### src/rtl/bitty_pkg.sv
// ============================================================================
// bitty_pkg
// Shared state encoding and default constants for the bitty program sequencer.
// Revision: 1.0
// ============================================================================
`default_nettype none

package bitty_pkg;

  localparam int STATE_W = 3;
  localparam logic [15:0] HALT_WORD_DEFAULT = 16'hFFFF;

  typedef enum logic [STATE_W-1:0] {
    S_IDLE    = 3'd0,
    S_FETCH   = 3'd1,
    S_WAIT    = 3'd2,
    S_ISSUE   = 3'd3,
    S_EXEC    = 3'd4,
    S_ADVANCE = 3'd5,
    S_DONE    = 3'd6,
    S_ERROR   = 3'd7
  } state_t;

endpackage

`default_nettype wire

### src/rtl/bitty_sequencer_if.sv
// ============================================================================
// bitty_sequencer_if
// Instruction-memory read port and core issue/done handshake.
// Revision: 1.0
// ============================================================================
`default_nettype none

interface bitty_sequencer_if #(
  parameter int ADDR_W = 8
);

  logic              imem_en;
  logic [ADDR_W-1:0] imem_addr;
  logic [15:0]       imem_data;
  logic              core_run;
  logic [15:0]       core_instr;
  logic              core_done;

  modport master (
    output imem_en, imem_addr, core_run, core_instr,
    input  imem_data, core_done
  );

  modport slave (
    input  imem_en, imem_addr, core_run, core_instr,
    output imem_data, core_done
  );

endinterface

`default_nettype wire

### src/rtl/bitty_seq_timeout.sv
// ============================================================================
// bitty_seq_timeout
// Clear/enable cycle counter that flags terminal count TIMEOUT-1.
// Revision: 1.0
// ============================================================================
`default_nettype none

module bitty_seq_timeout #(
  parameter int TIMEOUT = 16
) (
  input  logic clk,
  input  logic reset,
  input  logic clear,
  input  logic enable,
  output logic terminal
);

  localparam int CNT_W = $clog2(TIMEOUT) + 1;
  localparam logic [CNT_W-1:0] C_LAST = CNT_W'(TIMEOUT - 1);

  logic [CNT_W-1:0] r_count;

  always_ff @(posedge clk or negedge reset) begin
    if (!reset) begin
      r_count <= '0;
    end else if (clear) begin
      r_count <= '0;
    end else if (enable && (r_count != C_LAST)) begin
      r_count <= r_count + 1'b1;
    end
  end

  assign terminal = (r_count == C_LAST);

endmodule

`default_nettype wire

### src/rtl/bitty_sequencer.sv
// ============================================================================
// bitty_sequencer
// Fetches instructions, issues each to the core and advances the PC until
// last address, HALT word, stop request or core timeout.
// Revision: 1.0
// ============================================================================
`default_nettype none

module bitty_sequencer
  import bitty_pkg::*;
#(
  parameter int          ADDR_W    = 8,
  parameter int          TIMEOUT   = 16,
  parameter logic [15:0] HALT_WORD = HALT_WORD_DEFAULT
) (
  input  logic                 clk,
  input  logic                 reset,
  input  logic                 start,
  input  logic                 stop,
  input  logic [ADDR_W-1:0]    last_addr,
  bitty_sequencer_if.master    bus,
  output logic                 busy,
  output logic                 halted,
  output logic                 error,
  output logic [ADDR_W-1:0]    pc,
  output logic [15:0]          instr_count
);

  state_t            r_state;
  state_t            w_next;
  logic [ADDR_W-1:0] r_pc;
  logic [15:0]       r_instr;
  logic [15:0]       r_count;
  logic              r_stop_req;

  logic w_launch;
  logic w_latch;
  logic w_retire;
  logic w_step;
  logic w_imem_en;
  logic w_core_run;
  logic w_tmo_clear;
  logic w_tmo_en;
  logic w_tmo_term;

  bitty_seq_timeout #(.TIMEOUT(TIMEOUT)) u_timeout (
    .clk      (clk),
    .reset    (reset),
    .clear    (w_tmo_clear),
    .enable   (w_tmo_en),
    .terminal (w_tmo_term)
  );

  always_ff @(posedge clk or negedge reset) begin
    if (!reset) begin
      r_state <= S_IDLE;
    end else begin
      r_state <= w_next;
    end
  end

  always_comb begin
    w_next      = r_state;
    w_launch    = 1'b0;
    w_latch     = 1'b0;
    w_retire    = 1'b0;
    w_step      = 1'b0;
    w_imem_en   = 1'b0;
    w_core_run  = 1'b0;
    w_tmo_clear = 1'b0;
    w_tmo_en    = 1'b0;
    case (r_state)
      S_IDLE, S_DONE, S_ERROR: begin
        if (start && !stop) begin
          w_launch = 1'b1;
          w_next   = S_FETCH;
        end
      end
      S_FETCH: begin
        w_imem_en = 1'b1;
        w_next    = S_WAIT;
      end
      S_WAIT: begin
        // A HALT word ends the program without ever reaching the core.
        if (bus.imem_data == HALT_WORD) begin
          w_next = S_DONE;
        end else begin
          w_latch = 1'b1;
          w_next  = S_ISSUE;
        end
      end
      S_ISSUE: begin
        w_core_run  = 1'b1;
        w_tmo_clear = 1'b1;
        w_next      = S_EXEC;
      end
      S_EXEC: begin
        if (bus.core_done) begin
          w_next = S_ADVANCE;
        end else if (w_tmo_term) begin
          w_next = S_ERROR;
        end else begin
          w_tmo_en = 1'b1;
        end
      end
      S_ADVANCE: begin
        w_retire = 1'b1;
        if (r_stop_req || (r_pc == last_addr)) begin
          w_next = S_DONE;
        end else begin
          w_step = 1'b1;
          w_next = S_FETCH;
        end
      end
      default: w_next = S_IDLE;
    endcase
  end

  always_ff @(posedge clk or negedge reset) begin
    if (!reset) begin
      r_pc       <= '0;
      r_instr    <= '0;
      r_count    <= '0;
      r_stop_req <= 1'b0;
    end else begin
      if (w_launch) begin
        r_pc       <= '0;
        r_count    <= '0;
        r_stop_req <= 1'b0;
      end else begin
        if (busy && stop) begin
          r_stop_req <= 1'b1;
        end
        if (w_retire && (r_count != 16'hFFFF)) begin
          r_count <= r_count + 16'd1;
        end
        if (w_step) begin
          r_pc <= r_pc + 1'b1;
        end
      end
      if (w_latch) begin
        r_instr <= bus.imem_data;
      end
    end
  end

  assign busy           = (r_state == S_FETCH) || (r_state == S_WAIT) || (r_state == S_ISSUE) ||
                          (r_state == S_EXEC)  || (r_state == S_ADVANCE);
  assign halted         = (r_state == S_DONE);
  assign error          = (r_state == S_ERROR);
  assign pc             = r_pc;
  assign instr_count    = r_count;
  assign bus.imem_en    = w_imem_en;
  assign bus.imem_addr  = r_pc;
  assign bus.core_run   = w_core_run;
  assign bus.core_instr = r_instr;

endmodule

`default_nettype wire

### src/flat_wrapper.sv
// flat-port wrapper written by rule: the top's interface ports become plain ports
module bitty_sequencer_flat import bitty_pkg::*;
#(
  parameter int          ADDR_W    = 8,
  parameter int          TIMEOUT   = 16,
  parameter logic [15:0] HALT_WORD = HALT_WORD_DEFAULT
)
  (clk, reset, start, stop, last_addr, busy, halted, error, pc, instr_count, bus_imem_en, bus_imem_addr, bus_core_run, bus_core_instr, bus_imem_data, bus_core_done);
  bitty_sequencer_if #(.ADDR_W(ADDR_W)) bus_i ();
  input  logic clk;
  input  logic reset;
  input  logic start;
  input  logic stop;
  input  logic [ADDR_W-1:0] last_addr;
  output logic busy;
  output logic halted;
  output logic error;
  output logic [ADDR_W-1:0] pc;
  output logic [15:0] instr_count;
  output wire logic [$bits(bus_i.imem_en)-1:0] bus_imem_en;
  output wire logic [$bits(bus_i.imem_addr)-1:0] bus_imem_addr;
  output wire logic [$bits(bus_i.core_run)-1:0] bus_core_run;
  output wire logic [$bits(bus_i.core_instr)-1:0] bus_core_instr;
  input wire logic [$bits(bus_i.imem_data)-1:0] bus_imem_data;
  input wire logic [$bits(bus_i.core_done)-1:0] bus_core_done;
  assign bus_imem_en = bus_i.imem_en;
  assign bus_imem_addr = bus_i.imem_addr;
  assign bus_core_run = bus_i.core_run;
  assign bus_core_instr = bus_i.core_instr;
  assign bus_i.imem_data = bus_imem_data;
  assign bus_i.core_done = bus_core_done;
  bitty_sequencer #(.ADDR_W(ADDR_W), .TIMEOUT(TIMEOUT), .HALT_WORD(HALT_WORD)) u_core (.clk(clk), .reset(reset), .start(start), .stop(stop), .last_addr(last_addr), .bus(bus_i), .busy(busy), .halted(halted), .error(error), .pc(pc), .instr_count(instr_count));
endmodule
### config.mk
export PLATFORM = sky130hd
export DESIGN_NAME = bitty_sequencer_flat
export DESIGN_NICKNAME = d
export VERILOG_FILES = /design/src/rtl/bitty_pkg.sv /design/src/rtl/bitty_sequencer_if.sv /design/src/rtl/bitty_seq_timeout.sv /design/src/rtl/bitty_sequencer.sv /design/src/flat_wrapper.sv
export SDC_FILE = /design/constraint.sdc
export NUM_CORES = 1
export LEC_CHECK = 0
export ABC_CLOCK_PERIOD_IN_PS = 4900
export CAP_MARGIN = 20
export CORE_MARGIN = 3
export CORE_UTILIZATION = 48
export DETAILED_ROUTE_END_ITERATION = 8
export PLACE_DENSITY = 0.9
export SLEW_MARGIN = 20
export SYNTH_ARGS = -nofsm -noshare
export SYNTH_HDL_FRONTEND = slang
export SYNTH_SLANG_ARGS = --single-unit
### constraint.sdc
create_clock -name clk -period 4.9 [get_ports clk]
set_clock_uncertainty 0.1 [all_clocks]
set_input_delay 0.49 -clock clk [delete_from_list [all_inputs] [get_ports clk]]
set_output_delay 0.49 -clock clk [all_outputs]
set_load 0.1 [all_outputs]
==> insert_results.sql <==
INSERT INTO impl_metrics (metric_group, metric, value, unit) VALUES
('timing', 'timing_hold_violations_final', '0', ''),
('global_route', 'groute.layer.met3.usage', '0.0745', ''),
('placement', 'dp_hpwl', '4.36', 'mm'),
('routing', 'detail_route.vias_per_cell', '5.45', ''),
('floorplanning', 'die_h', '79.7', 'um'),
('job', 'drv_cap', '0', ''),
('global_route', 'via_count_of_the_first_global_routing_pass', '2144', ''),
('global_route', 'use_met1', '0.233', ''),
('setup_path', 'timing.critical_path.slowest_stage_cell', 'clkdlybuf4s50_1', ''),
('global_route', 'antenna_found_initial', '0', ''),
('clocking', 'cts.sink_count', '49', ''),
('layout', 'final_stage_net_count', '360', ''),
('global_route', 'globalRouteMet2Util', '0.323', ''),
('timing', 'grt_setup_unrepaired', 'no', ''),
('routing', 'drt_first_iter_violations', '74', ''),
('global_route', 'grt_pass1_wl', '9.72', 'mm'),
('clocking', 'worstSkewPairLatency', '0.31', 'ns'),
('timing', 'final.period_utilization', '0.632', ''),
('logic_synthesis', 'synthesis_stage_register_bit_count', '49', ''),
('pwr', 'p_per_area', '713', 'nW/um^2'),
('timing', 'tightest_slew', '1.03', 'ns'),
('routing', 'drt_pre_antenna_iters', '4', ''),
('logic_synthesis', 'synth.yosys.seq_area_share', '0.470', ''),
('floorplanning', 'floorplan.rows', '26', ''),
('logic_synthesis', 'synth.cell_area', '2610', 'sq um'),
('layout', 'antenna_cells_inserted', '0', ''),
('clocking', 'cts_buffer_depth', '2', ''),
('floorplanning', 'ioPinCount', '82', ''),
('timing', 'min_period', '3.10', 'ns'),
('layout', 'drive_above_1_share', '0.101', ''),
('setup_path', 'end_kind', 'output pin', ''),
('clocking', 'clkSlewWorstSetupHoldPaths', '0.09', 'ns'),
('logic_synthesis', 'ys.warnings.count', '0', ''),
('routing', 'via_count', '2169', ''),
('setup_path', 'cp_arrival', '2.51', 'ns'),
('timing', 'max_slew_margin', '0.308', ''),
('setup_path', 'timing.critical_path.required', '4.31', 'ns'),
('timing', 'setup_viol', '0', ''),
('routing', 'detail_route.wl_per_cell', '14.8', 'um'),
('layout', 'layout.cells.most_common_list', 'clkdlybuf4s50_1 (80), dfrtp_1 (49), nor2_1 (31)', ''),
('timing', 'hold_slack', '0.0917', 'ns'),
('setup_path', 'setup.worst_path.start_class', 'flip-flop', ''),
('global_route', 'grt.total_usage', '0.195', ''),
('run_status', 'status', 'finished clean', ''),
('placement', 'place.gp.congestion', '0.805', ''),
('routing', 'routed_wl', '5.90', 'mm'),
('floorplanning', 'start_util', '0.505', ''),
('setup_path', 'cp_slowest_stage_delay', '1.18', 'ns'),
('clocking', 'post_cts_buffers', '0', ''),
('logic_synthesis', 'ranking_of_synthesized_cells_by_area', 'dfrtp_1 (47%), mux2_2 (6.5%), xnor2_1 (4.7%)', ''),
('clocking', 'cts_inserted_buffers', '5', ''),
('setup_path', 'critical_path_buf_inv_count', '2', ''),
('layout', 'synthToLayoutAreaGrowth', '35.6', '%'),
('global_route', 'globalRoute.totalOverflow', '0', ''),
('timing', 'max_clock_freq', '323', 'MHz'),
('setup_path', 'cp_top_family', 'buffers and inverters', ''),
('min_path', 'holdCritPathClass', 'in -> async', ''),
('setup_path', 'worst-setup-path-type', 'reg -> out', ''),
('pwr', 'peakVddDrop', '0.000671', 'V'),
('placement', 'port_buffers', '81', ''),
('logic_synthesis', 'post-synth-top-area-fraction', '0.470', ''),
('logic_synthesis', 'synthesis.nets', '288', ''),
('floorplanning', 'die_area', '6360', 'sq um'),
('setup_path', 'timing.critical_path.cells', 'inv_1 -> and3_1 -> clkdlybuf4s50_1', ''),
('floorplanning', 'core', '5170', 'sq um'),
('global_route', 'grt_max_degree', '50', ''),
('clocking', 'cts_hold_buffers', '0', ''),
('logic_synthesis', 'synth.avg_cell_area', '10.2', 'sq um'),
('layout', 'final_common_cell', 'clkdlybuf4s50_1', ''),
('clocking', 'postCtsResizedCells', '0', ''),
('pwr', 'p_leak', '1.42', 'nW'),
('clocking', 'h-tree-depth', '2', ''),
('floorplanning', 'die_w', '79.7', 'um'),
('logic_synthesis', 'library_cells_used_by_synthesis', '46', ''),
('logic_synthesis', 'synthCells', '255', ''),
('global_route', 'grt-busiest-layer', 'met2', ''),
('routing', 'detail_route.drc_violations', '0', ''),
('logic_synthesis', 'post-synth-top-area-cell', 'dfrtp_1', ''),
('routing', 'detail-route-antenna-nets', '0', ''),
('clocking', 'cts_tree', 'built', ''),
('timing', 'slew_violations', '0', ''),
('setup_path', 'worstPathMaxFanout', '11', ''),
('timing', 'timing.setup.tns', '0', 'ns'),
('clocking', 'cts_root_buf', 'clkbuf_8', '');
## cell usage after synthesis, drive strengths merged
master and n:
nand2 14, buf 13, nand4 14, inv 10, nor4 4, o21bai 1, a31oi 3, and4 1
mux2i 4, a311oi 1, nor2 32, nand4b 1, nand3b 1, xor2 7, nor3b 1, and3b 1
nand3 8, or3 1, a22oi 1, o21a 1, nor3 9, mux2 15, a311o 1, a221oi 2
dfrtp 49, and3 3, nand2b 4, or4 2, clkbuf 3, o22ai 2, ha 4, nor2b 3
a21oi 6, a211oi 3, o211ai 3, o21ai 6, or2 1, o22a 2, xnor2 14, o31ai 4
## state kept, by name, indices dropped and copies added, names as in the netlist
signal / count
u_core.r_stop_req: 1
u_core.bus.core_instr: 16
u_core.u_timeout.r_count: 5
u_core.bus.imem_addr: 8
u_core.r_state: 3
u_core.instr_count: 16
## metrics by stage
stage / cell area, sq um / util / setup WS [ns] / power, W / cells
2_1_floorplan: 2610 / - / 1.88 / 0.00185 / 255
3_3_place_gp: 3400 / 0.657 / 2.18 / 0.00215 / 390
3_5_place_dp: 3400 / 0.657 / 2.16 / 0.00218 / 390
4_1_cts: 3540 / 0.684 / 1.79 / 0.00254 / 398
5_1_grt: 3540 / 0.684 / 1.69 / 0.00263 / 398
6_report: 3540 / 0.684 / 1.80 / 0.00252 / 398
## cell families (layout without fill, tap and decap cells)
family,count (synthesis),count (layout),synth area share
AO/OA/AOI/OAI,36,36,0.0944
XOR/XNOR,21,21,0.0705
adder cells (fa/ha/maj),4,4,0.0192
buffers and inverters,26,99,0.0546
flip-flops,49,49,0.470
multiplexers,19,19,0.0801
AND/OR/NAND/NOR,100,100,0.211
## routing by layer
layer | vias up | part of all wire
li1 | 1052 | -
met1 | 1031 | 0.41
met2 | 79 | 0.49
met3 | 7 | 0.088
met4 | 0 | 0.010
met5 | - | 0
## cell type report
| class | instances | area (sq um) |
|---|---|---|
| inverters | 10 | 37.5 |
| multi-input cells | 180 | 1240 |
| clock buffers | 5 | 68.8 |
| flip-flops and latches | 49 | 1230 |
| repair buffers | 81 | 808 |
| well taps | 70 | 87.6 |
| clock inverters | 3 | 68.8 |
| fillers | 396 | 1630 |
## worst register-to-register path, cell delays in order (launching register included)
cell	delay, ns
dfrtp_1	0.47
xnor2_1	0.23
nand4_2	0.17
o21ai_0	0.84
o21ai_0	0.21
a21oi_1	0.16
## report_power, final
part / internal [W] / total [W] / leakage (nW) / switching (W)
clock network: 0.000205 / 0.000348 / 0.0687 / 0.000142
logic: 0.000390 / 0.00152 / 0.721 / 0.00113
registers: 0.000526 / 0.000654 / 0.628 / 0.000129
## worst paths after layout
path | from | end | slack [ns] | cells past startpoint
setup / recovery | u_core.r_state[2] | bus_core_run | 1.80 | 3
hold / removal | reset | u_core.u_timeout.r_count[1] | 0.09 | 1
setup reg to reg | u_core.bus.imem_addr[2] | u_core.bus.imem_addr[3] | 2.65 | 5
hold reg to reg | u_core.bus.core_instr[4] | u_core.bus.core_instr[4] | 0.41 | 1
max in group asynchronous | reset | u_core.instr_count[7] | 4.19 | 1
min in group clk | u_core.bus.core_instr[4] | u_core.bus.core_instr[4] | 0.41 | 1
No activity file was read; power rests on OpenSTA's default activity.
